==> src/rtl/skin_classifier_stream.sv <==
// Streaming YCbCr skin classifier: 2-stage valid/ready pipeline, per-profile thresholds
// committed at start-of-frame, and a saturating per-frame skin pixel counter.
module skin_classifier_stream #(
    parameter int DATA_W = 8,
    parameter int N_PROF = 4,
    parameter int PROF_W = 2,
    parameter int CNT_W  = 20,
    parameter int Y_MIN  = 80,
    parameter int Y_MAX  = 235,
    parameter int CB_MIN = 85,
    parameter int CB_MAX = 135,
    parameter int CR_MIN = 135,
    parameter int CR_MAX = 180
) (
    input  logic              clk,
    input  logic              rst_n,
    input  logic              in_valid,
    output logic              in_ready,
    input  logic [DATA_W-1:0] in_y,
    input  logic [DATA_W-1:0] in_cb,
    input  logic [DATA_W-1:0] in_cr,
    input  logic              in_sof,
    input  logic              in_eof,
    input  logic [PROF_W-1:0] prof_sel,
    input  logic              cfg_we,
    input  logic [PROF_W+2:0] cfg_addr,
    input  logic [DATA_W-1:0] cfg_wdata,
    output logic              out_valid,
    input  logic              out_ready,
    output logic              out_mask,
    output logic              out_sof,
    output logic              out_eof,
    output logic              stat_valid,
    output logic [CNT_W-1:0]  stat_count,
    output logic [PROF_W-1:0] stat_prof
);
    localparam int N_FLD = 6;

    logic [DATA_W-1:0] shadow  [N_PROF][N_FLD];
    logic [DATA_W-1:0] act_thr [N_FLD];
    logic [DATA_W-1:0] sel_thr [N_FLD];
    logic [DATA_W-1:0] use_thr [N_FLD];
    logic [PROF_W-1:0] act_prof, use_prof, s1_prof, out_prof;
    logic [PROF_W-1:0] cfg_prof;
    logic [2:0]        cfg_fld;
    logic              adv, sof_acc, s1_valid, s1_sof, s1_eof;
    logic [5:0]        cmp, s1_cmp;
    logic [CNT_W-1:0]  cnt, total;

    function automatic logic [DATA_W-1:0] thr_default(input int f);
        case (f)
            0:       return DATA_W'(Y_MIN);
            1:       return DATA_W'(Y_MAX);
            2:       return DATA_W'(CB_MIN);
            3:       return DATA_W'(CB_MAX);
            4:       return DATA_W'(CR_MIN);
            default: return DATA_W'(CR_MAX);
        endcase
    endfunction

    assign adv      = out_ready | ~out_valid;
    assign in_ready = adv & rst_n;
    assign sof_acc  = in_valid & in_ready & in_sof;
    assign cfg_prof = cfg_addr[PROF_W+2:3];
    assign cfg_fld  = cfg_addr[2:0];

    // The SOF pixel must see the freshly committed bank, including a same-cycle write.
    always_comb begin
        for (int f = 0; f < N_FLD; f++) begin
            sel_thr[f] = shadow[prof_sel][f];
            if (cfg_we && cfg_prof == prof_sel && cfg_fld == 3'(f))
                sel_thr[f] = cfg_wdata;
            use_thr[f] = sof_acc ? sel_thr[f] : act_thr[f];
        end
        use_prof = sof_acc ? prof_sel : act_prof;
    end

    assign cmp[0] = in_y  >= use_thr[0];
    assign cmp[1] = in_y  <= use_thr[1];
    assign cmp[2] = in_cb >= use_thr[2];
    assign cmp[3] = in_cb <= use_thr[3];
    assign cmp[4] = in_cr >= use_thr[4];
    assign cmp[5] = in_cr <= use_thr[5];

    always_ff @(posedge clk) begin
        if (!rst_n) begin
            for (int p = 0; p < N_PROF; p++)
                for (int f = 0; f < N_FLD; f++)
                    shadow[p][f] <= thr_default(f);
            for (int f = 0; f < N_FLD; f++)
                act_thr[f] <= thr_default(f);
            act_prof <= '0;
        end else begin
            for (int f = 0; f < N_FLD; f++)
                if (cfg_we && cfg_fld == 3'(f))
                    shadow[cfg_prof][f] <= cfg_wdata;
            if (sof_acc) begin
                for (int f = 0; f < N_FLD; f++)
                    act_thr[f] <= sel_thr[f];
                act_prof <= prof_sel;
            end
        end
    end

    always_ff @(posedge clk) begin
        if (!rst_n) begin
            s1_valid  <= 1'b0;
            s1_sof    <= 1'b0;
            s1_eof    <= 1'b0;
            s1_cmp    <= '0;
            s1_prof   <= '0;
            out_valid <= 1'b0;
            out_mask  <= 1'b0;
            out_sof   <= 1'b0;
            out_eof   <= 1'b0;
            out_prof  <= '0;
        end else if (adv) begin
            s1_valid  <= in_valid;
            s1_sof    <= in_valid & in_sof;
            s1_eof    <= in_valid & in_eof;
            s1_cmp    <= in_valid ? cmp : '0;
            s1_prof   <= use_prof;
            out_valid <= s1_valid;
            out_mask  <= s1_valid & (&s1_cmp);
            out_sof   <= s1_sof;
            out_eof   <= s1_eof;
            out_prof  <= s1_prof;
        end
    end

    always_comb begin
        total = cnt;
        if (out_sof)
            total = CNT_W'(out_mask);
        else if (cnt != '1)
            total = cnt + CNT_W'(out_mask);
    end

    // Counter clears after EOF so a frame missing its SOF still reports its own pixels.
    always_ff @(posedge clk) begin
        if (!rst_n) begin
            cnt        <= '0;
            stat_valid <= 1'b0;
            stat_count <= '0;
            stat_prof  <= '0;
        end else begin
            stat_valid <= 1'b0;
            if (out_valid && out_ready) begin
                cnt <= out_eof ? '0 : total;
                if (out_eof) begin
                    stat_valid <= 1'b1;
                    stat_count <= total;
                    stat_prof  <= out_prof;
                end
            end
        end
    end
endmodule

==> config.mk <==
export PLATFORM = sky130hd
export DESIGN_NAME = skin_classifier_stream
export DESIGN_NICKNAME = d
export VERILOG_FILES = /design/src/rtl/skin_classifier_stream.sv
export SDC_FILE = /design/constraint.sdc
export NUM_CORES = 1
export LEC_CHECK = 0
export BUFFER_PORTS_ARGS = -buffer_cell sky130_fd_sc_hd__buf_4
export CAP_MARGIN = 10
export CORE_ASPECT_RATIO = 0.6
export CORE_MARGIN = 2
export CORE_UTILIZATION = 62
export CTS_BUF_LIST = sky130_fd_sc_hd__clkbuf_16
export CTS_CLUSTER_DIAMETER = 40
export DETAILED_ROUTE_END_ITERATION = 10
export PLACE_DENSITY_LB_ADDON = 0.08
export SLEW_MARGIN = 20
export SYNTH_ARGS = -nofsm -noshare
export SYNTH_HDL_FRONTEND = slang
export SYNTH_SLANG_ARGS = --single-unit
==> constraint.sdc <==
create_clock -name clk -period 5.02 [get_ports clk]
set_input_delay 0.251 -clock clk [delete_from_list [all_inputs] [get_ports clk]]
set_output_delay 0.251 -clock clk [all_outputs]
set_load 0.005 [all_outputs]
==> results_tabular.tex <==
\begin{tabular}{lr}
\hline
Metric & Value \\
\hline
\multicolumn{2}{l}{\textbf{Run status}} \\
Outcome & finished, final reports clean \\
\multicolumn{2}{l}{\textbf{Final layout}} \\
Fraction of layout cells with a size suffix above 1 & approximately 18\% \\
Multi-input logic area & roughly 0.0060 mm\^{}2 \\
\# fillers & 1613 \\
Final Net Count & roughly 1400 \\
Reg area & between 0.008 and 0.009 mm\^{}2 \\
Synth-to-layout area growth & 12.36\% \\
Diodes inserted & 0 \\
\multicolumn{2}{l}{\textbf{GRT}} \\
Largest net degree at the start of global routing & 66 \\
Congestion Overflow GR & 0 \\
Global-route wire length before repair & between 50000 and 60000 um \\
Vias in the first global route & between 9000 and 10000 \\
Initial antenna violation count & 0 \\
All-Layer GR Usage & 29.61\% \\
\multicolumn{2}{l}{\textbf{Drt}} \\
Top routing layer in use & met4 \\
Via density per instance & around 6.3 \\
Final antenna-violating net count & 0 \\
Count of TritonRoute iterations in the first routing pass & 5 \\
Met3 layer wire length in the routed design & $\sim$3600 um \\
DRC errors left & 0 \\
Met2 wire length & 15650 um \\
Number of DRC violations after detailed-routing iteration 0 & between 900 and 1000 \\
Metal1 wirelength & about 16000 um \\
Wire length per cell after detailed routing & 22.53 um \\
Final routed wirelength across all metal layers & 36230 um \\
Vias post-DR & between 10000 and 15000 \\
\multicolumn{2}{l}{\textbf{Synthesis}} \\
Synth Warn \# & 0 \\
Number of register bits inferred by synthesis & just over 300 \\
Fraction of post-synthesis cell area in the top cell type by area & around half \\
Async set or reset register ratio after synthesis & 0\% \\
Most area-consuming cells after synthesis & sky130\_fd\_sc\_hd\_\_edfxtp\_1 (48\%), sky130\_fd\_sc\_hd\_\_dfxtp\_1 (8.4\%), sky130\_fd\_sc\_hd\_\_mux4\_2 (7.3\%), sky130\_fd\_sc\_hd\_\_ha\_1 (4.2\%), sky130\_fd\_sc\_hd\_\_and2\_1 (3.1\%) \\
Mapped Nets & 1321 \\
Post-synth cell types & just under 60 \\
Synth Instances & 1225 \\
Area of the mapped netlist & around 0.015 mm\^{}2 \\
Sequential element share of the synthesized area & roughly 57\% \\
Syn avg cell area & 12.13 um\^{}2 \\
Cell type with the highest aggregate area in the netlist & sky130\_fd\_sc\_hd\_\_edfxtp\_1 \\
Top\_reg\_cell synth & sky130\_fd\_sc\_hd\_\_edfxtp\_1 \\
Number of enable-type register cells in the synthesized netlist & 240 \\
\multicolumn{2}{l}{\textbf{STA}} \\
Setup clock skew after layout & between 0.015 and 0.02 ns \\
Slew @ Worst Pin & 0.9463 ns \\
Final-report max-slew violation count & 0 \\
Period minus WS final & $\sim$3.4 ns \\
Minimum setup slack in the final design & 1.597 ns \\
Final count of hold timing violations & 0 \\
Highest clock rate & 292.1 MHz \\
Setup Total Neg Slack & 0 ns \\
Period utilization & between 60\% and 70\% \\
Worst slew margin & $\sim$36\% \\
Count of endpoints failing setup in the final report & 0 \\
RSZ-0062 raised after global routing & no \\
\multicolumn{2}{l}{\textbf{Min path}} \\
Hold/Removal Path Class & input pin to flop \\
\multicolumn{2}{l}{\textbf{Power}} \\
IR drop worst, VDD & roughly 280 uV \\
Power per Cell Area & 341.0 mW/mm\^{}2 \\
Static leakage & between 5 and 6 nW \\
\multicolumn{2}{l}{\textbf{Clock tree}} \\
\# resized after CTS & 0 \\
Number of buffers inserted during clock tree synthesis & 34 \\
Clock insertion delay at the later pin of the skew report & roughly 0.52 ns \\
Buffer type at the clock tree root & sky130\_fd\_sc\_hd\_\_clkbuf\_16 \\
Clock tree sinks & $\sim$300 \\
Clock tree from TritonCTS & yes \\
Clk pin slew, worst setup/hold paths & about 0.060 ns \\
Clock Tree Buf Depth & 3 \\
H-tree Lvls & 2 \\
\multicolumn{2}{l}{\textbf{Worst setup path}} \\
Critical R2R Launch & out\_valid \\
Critical Path Sink & s1\_cmp[1] \\
CP Launch Point & out\_valid \\
Worst setup path class & flop to flop \\
Reg2Reg Capture Point & s1\_cmp[1] \\
Maximum fanout along the worst path & 23 \\
Arrival time of the worst setup path & 3.85 ns \\
Minimum setup slack among reg-to-reg paths & 1.60 ns \\
Kind of capture point of the worst setup path & flop \\
Launching element type of the critical path & flop \\
Critical Path RT & $\sim$5.5 ns \\
Register-to-Register Path Depth & 12 \\
\multicolumn{2}{l}{\textbf{Floorplanning}} \\
Row count & 43 \\
IO Count & 74 \\
Die footprint & roughly 0.025 mm\^{}2 \\
Initial Utilization & between 60\% and 70\% \\
Die boundary height & roughly 120 um \\
Die Wd & between 200 and 250 um \\
Placeable core region & roughly 0.023 mm\^{}2 \\
\multicolumn{2}{l}{\textbf{Flow run}} \\
Number of violations of the max-capacitance limit & 0 \\
\multicolumn{2}{l}{\textbf{Placement}} \\
Post-detail-place hpwl & between 20000 and 25000 um \\
Pre-CTS WS & between 1 and 1.5 ns \\
Total of buffers placed on input and output ports & 73 \\
Final Wtd Congestion & 0.9447 \\
\hline
\end{tabular}
-- state kept, by name, indices dropped and copies added (netlist names), 2 cells and up --
name        flops
shadow        192
out_prof        2
s1_prof         2
stat_count     20
cnt            20
act_prof        2
s1_cmp          6
stat_prof       2
act_thr        48
-- synth_stat cells, types with 15 or more instances --
library cell and n:
sky130_fd_sc_hd__edfxtp_1 240, sky130_fd_sc_hd__nand2_1 96, sky130_fd_sc_hd__clkbuf_1 75, sky130_fd_sc_hd__nor2_1 75, sky130_fd_sc_hd__and2_1 74, sky130_fd_sc_hd__o21ai_0 72, sky130_fd_sc_hd__or3_1 65, sky130_fd_sc_hd__dfxtp_1 62
sky130_fd_sc_hd__a21oi_1 54, sky130_fd_sc_hd__ha_1 50, sky130_fd_sc_hd__mux4_2 48, sky130_fd_sc_hd__mux2i_1 40, sky130_fd_sc_hd__nor3_1 32, sky130_fd_sc_hd__a21o_1 26, sky130_fd_sc_hd__nand3_1 18, sky130_fd_sc_hd__buf_2 17
sky130_fd_sc_hd__nand4_1 17, sky130_fd_sc_hd__inv_1 15
-- timing repair --
| action | CTS | global route |
|---|---|---|
| endpoints found under the hold margin | 1 | 0 |
| hold buffers | 1 | 0 |
| buffers inserted | 0 | 0 |
-- critical path, stage by stage (launching register included) --
cell	delay (ns)
sky130_fd_sc_hd__dfxtp_1	0.33
sky130_fd_sc_hd__nand2b_1	0.16
sky130_fd_sc_hd__and3_1	0.56
sky130_fd_sc_hd__and2_1	0.65
sky130_fd_sc_hd__buf_4	0.38
sky130_fd_sc_hd__nand2_1	0.11
sky130_fd_sc_hd__o21ai_0	0.09
sky130_fd_sc_hd__ha_1	0.27
sky130_fd_sc_hd__nor2b_1	0.14
sky130_fd_sc_hd__o21a_1	0.16
sky130_fd_sc_hd__o21ai_0	0.20
sky130_fd_sc_hd__a21oi_1	0.11
sky130_fd_sc_hd__o21ai_0	0.18
-- placed cells by master, fill, tap and decap left out, types with 10 or more instances in the layout --
| cell | count |
|---|---|
| sky130_fd_sc_hd__a21oi_1 | 54 |
| sky130_fd_sc_hd__and2_1 | 74 |
| sky130_fd_sc_hd__nor3_1 | 32 |
| sky130_fd_sc_hd__mux4_2 | 48 |
| sky130_fd_sc_hd__nor2_1 | 75 |
| sky130_fd_sc_hd__dfxtp_1 | 62 |
| sky130_fd_sc_hd__and3_1 | 10 |
| sky130_fd_sc_hd__or3_1 | 65 |
| sky130_fd_sc_hd__clkbuf_16 | 35 |
| sky130_fd_sc_hd__xnor2_1 | 14 |
| sky130_fd_sc_hd__o21ai_0 | 67 |
| sky130_fd_sc_hd__nand2_1 | 95 |
| sky130_fd_sc_hd__or2_2 | 11 |
| sky130_fd_sc_hd__nand4_1 | 17 |
| sky130_fd_sc_hd__edfxtp_1 | 240 |
| sky130_fd_sc_hd__nand3_1 | 18 |
| sky130_fd_sc_hd__ha_1 | 50 |
| sky130_fd_sc_hd__inv_1 | 20 |
| sky130_fd_sc_hd__o21ai_1 | 17 |
| sky130_fd_sc_hd__buf_4 | 104 |
| sky130_fd_sc_hd__mux2i_1 | 40 |
| sky130_fd_sc_hd__a21o_1 | 26 |
-- metal layers --
layer	global-route usage [%]	vias up
met4	7.801	0
met3	7.745	48
met2	42.96	453
met5	0	-
met1	44.57	5004
li1	-	4669
-- through the flow --
step / instances / cell area, um^2 / hold slack (ns) / utilization, % / total power, mW
3_5_place_dp: 1547 / 15640 / 0.4396 / 67.14 / 3.384
2_1_floorplan: 1225 / 14860 / 0.3836 / - / 3.200
6_report: 1608 / 16700 / 0.1521 / 71.68 / 5.694
5_1_grt: 1608 / 16700 / 0.1643 / 71.68 / 5.861
4_1_cts: 1608 / 16690 / 0.1315 / 71.66 / 5.702
3_3_place_gp: 1547 / 15640 / 0.4344 / 67.14 / 3.372
-- area by class of cell --
cell class,count,area share (%)
Tap cell,315,2.360
Clock buffer,35,5.245
Multi-Input combinational cell,809,35.68
Sequential cell,302,50.59
Timing Repair Buffer,105,4.735
Clock inverter,25,1.011
Inverter,17,0.3821
-- power breakdown --
group,switching (mW),internal [mW]
combinational,0.299,0.193
sequential,0.0377,2.81
clock,1.02,1.33
-- cells by family after synthesis --
logic type / after synthesis / share of synthesized area (%)
simple gates: 436 / 15.75
mux: 88 / 9.967
xor+xnor: 17 / 1.002
flops: 302 / 56.84
fa+ha+maj: 50 / 4.209
buf+inv: 114 / 3.123
compound gates: 218 / 9.109
-- worst min path at each step --
stage | startpoint | to | slack [ns] | cells past startpoint
finish | out_ready | out_valid | 0.15 | 3
global placement | s1_sof | s1_sof | 0.43 | 2
detailed placement | stat_count[5] | stat_count[5] | 0.44 | 2
global route | out_ready | out_valid | 0.16 | 3
floorplan | in_eof | s1_eof | 0.38 | 1
CTS | out_ready | out_valid | 0.13 | 3
Power figures use the tool's default switching activity.
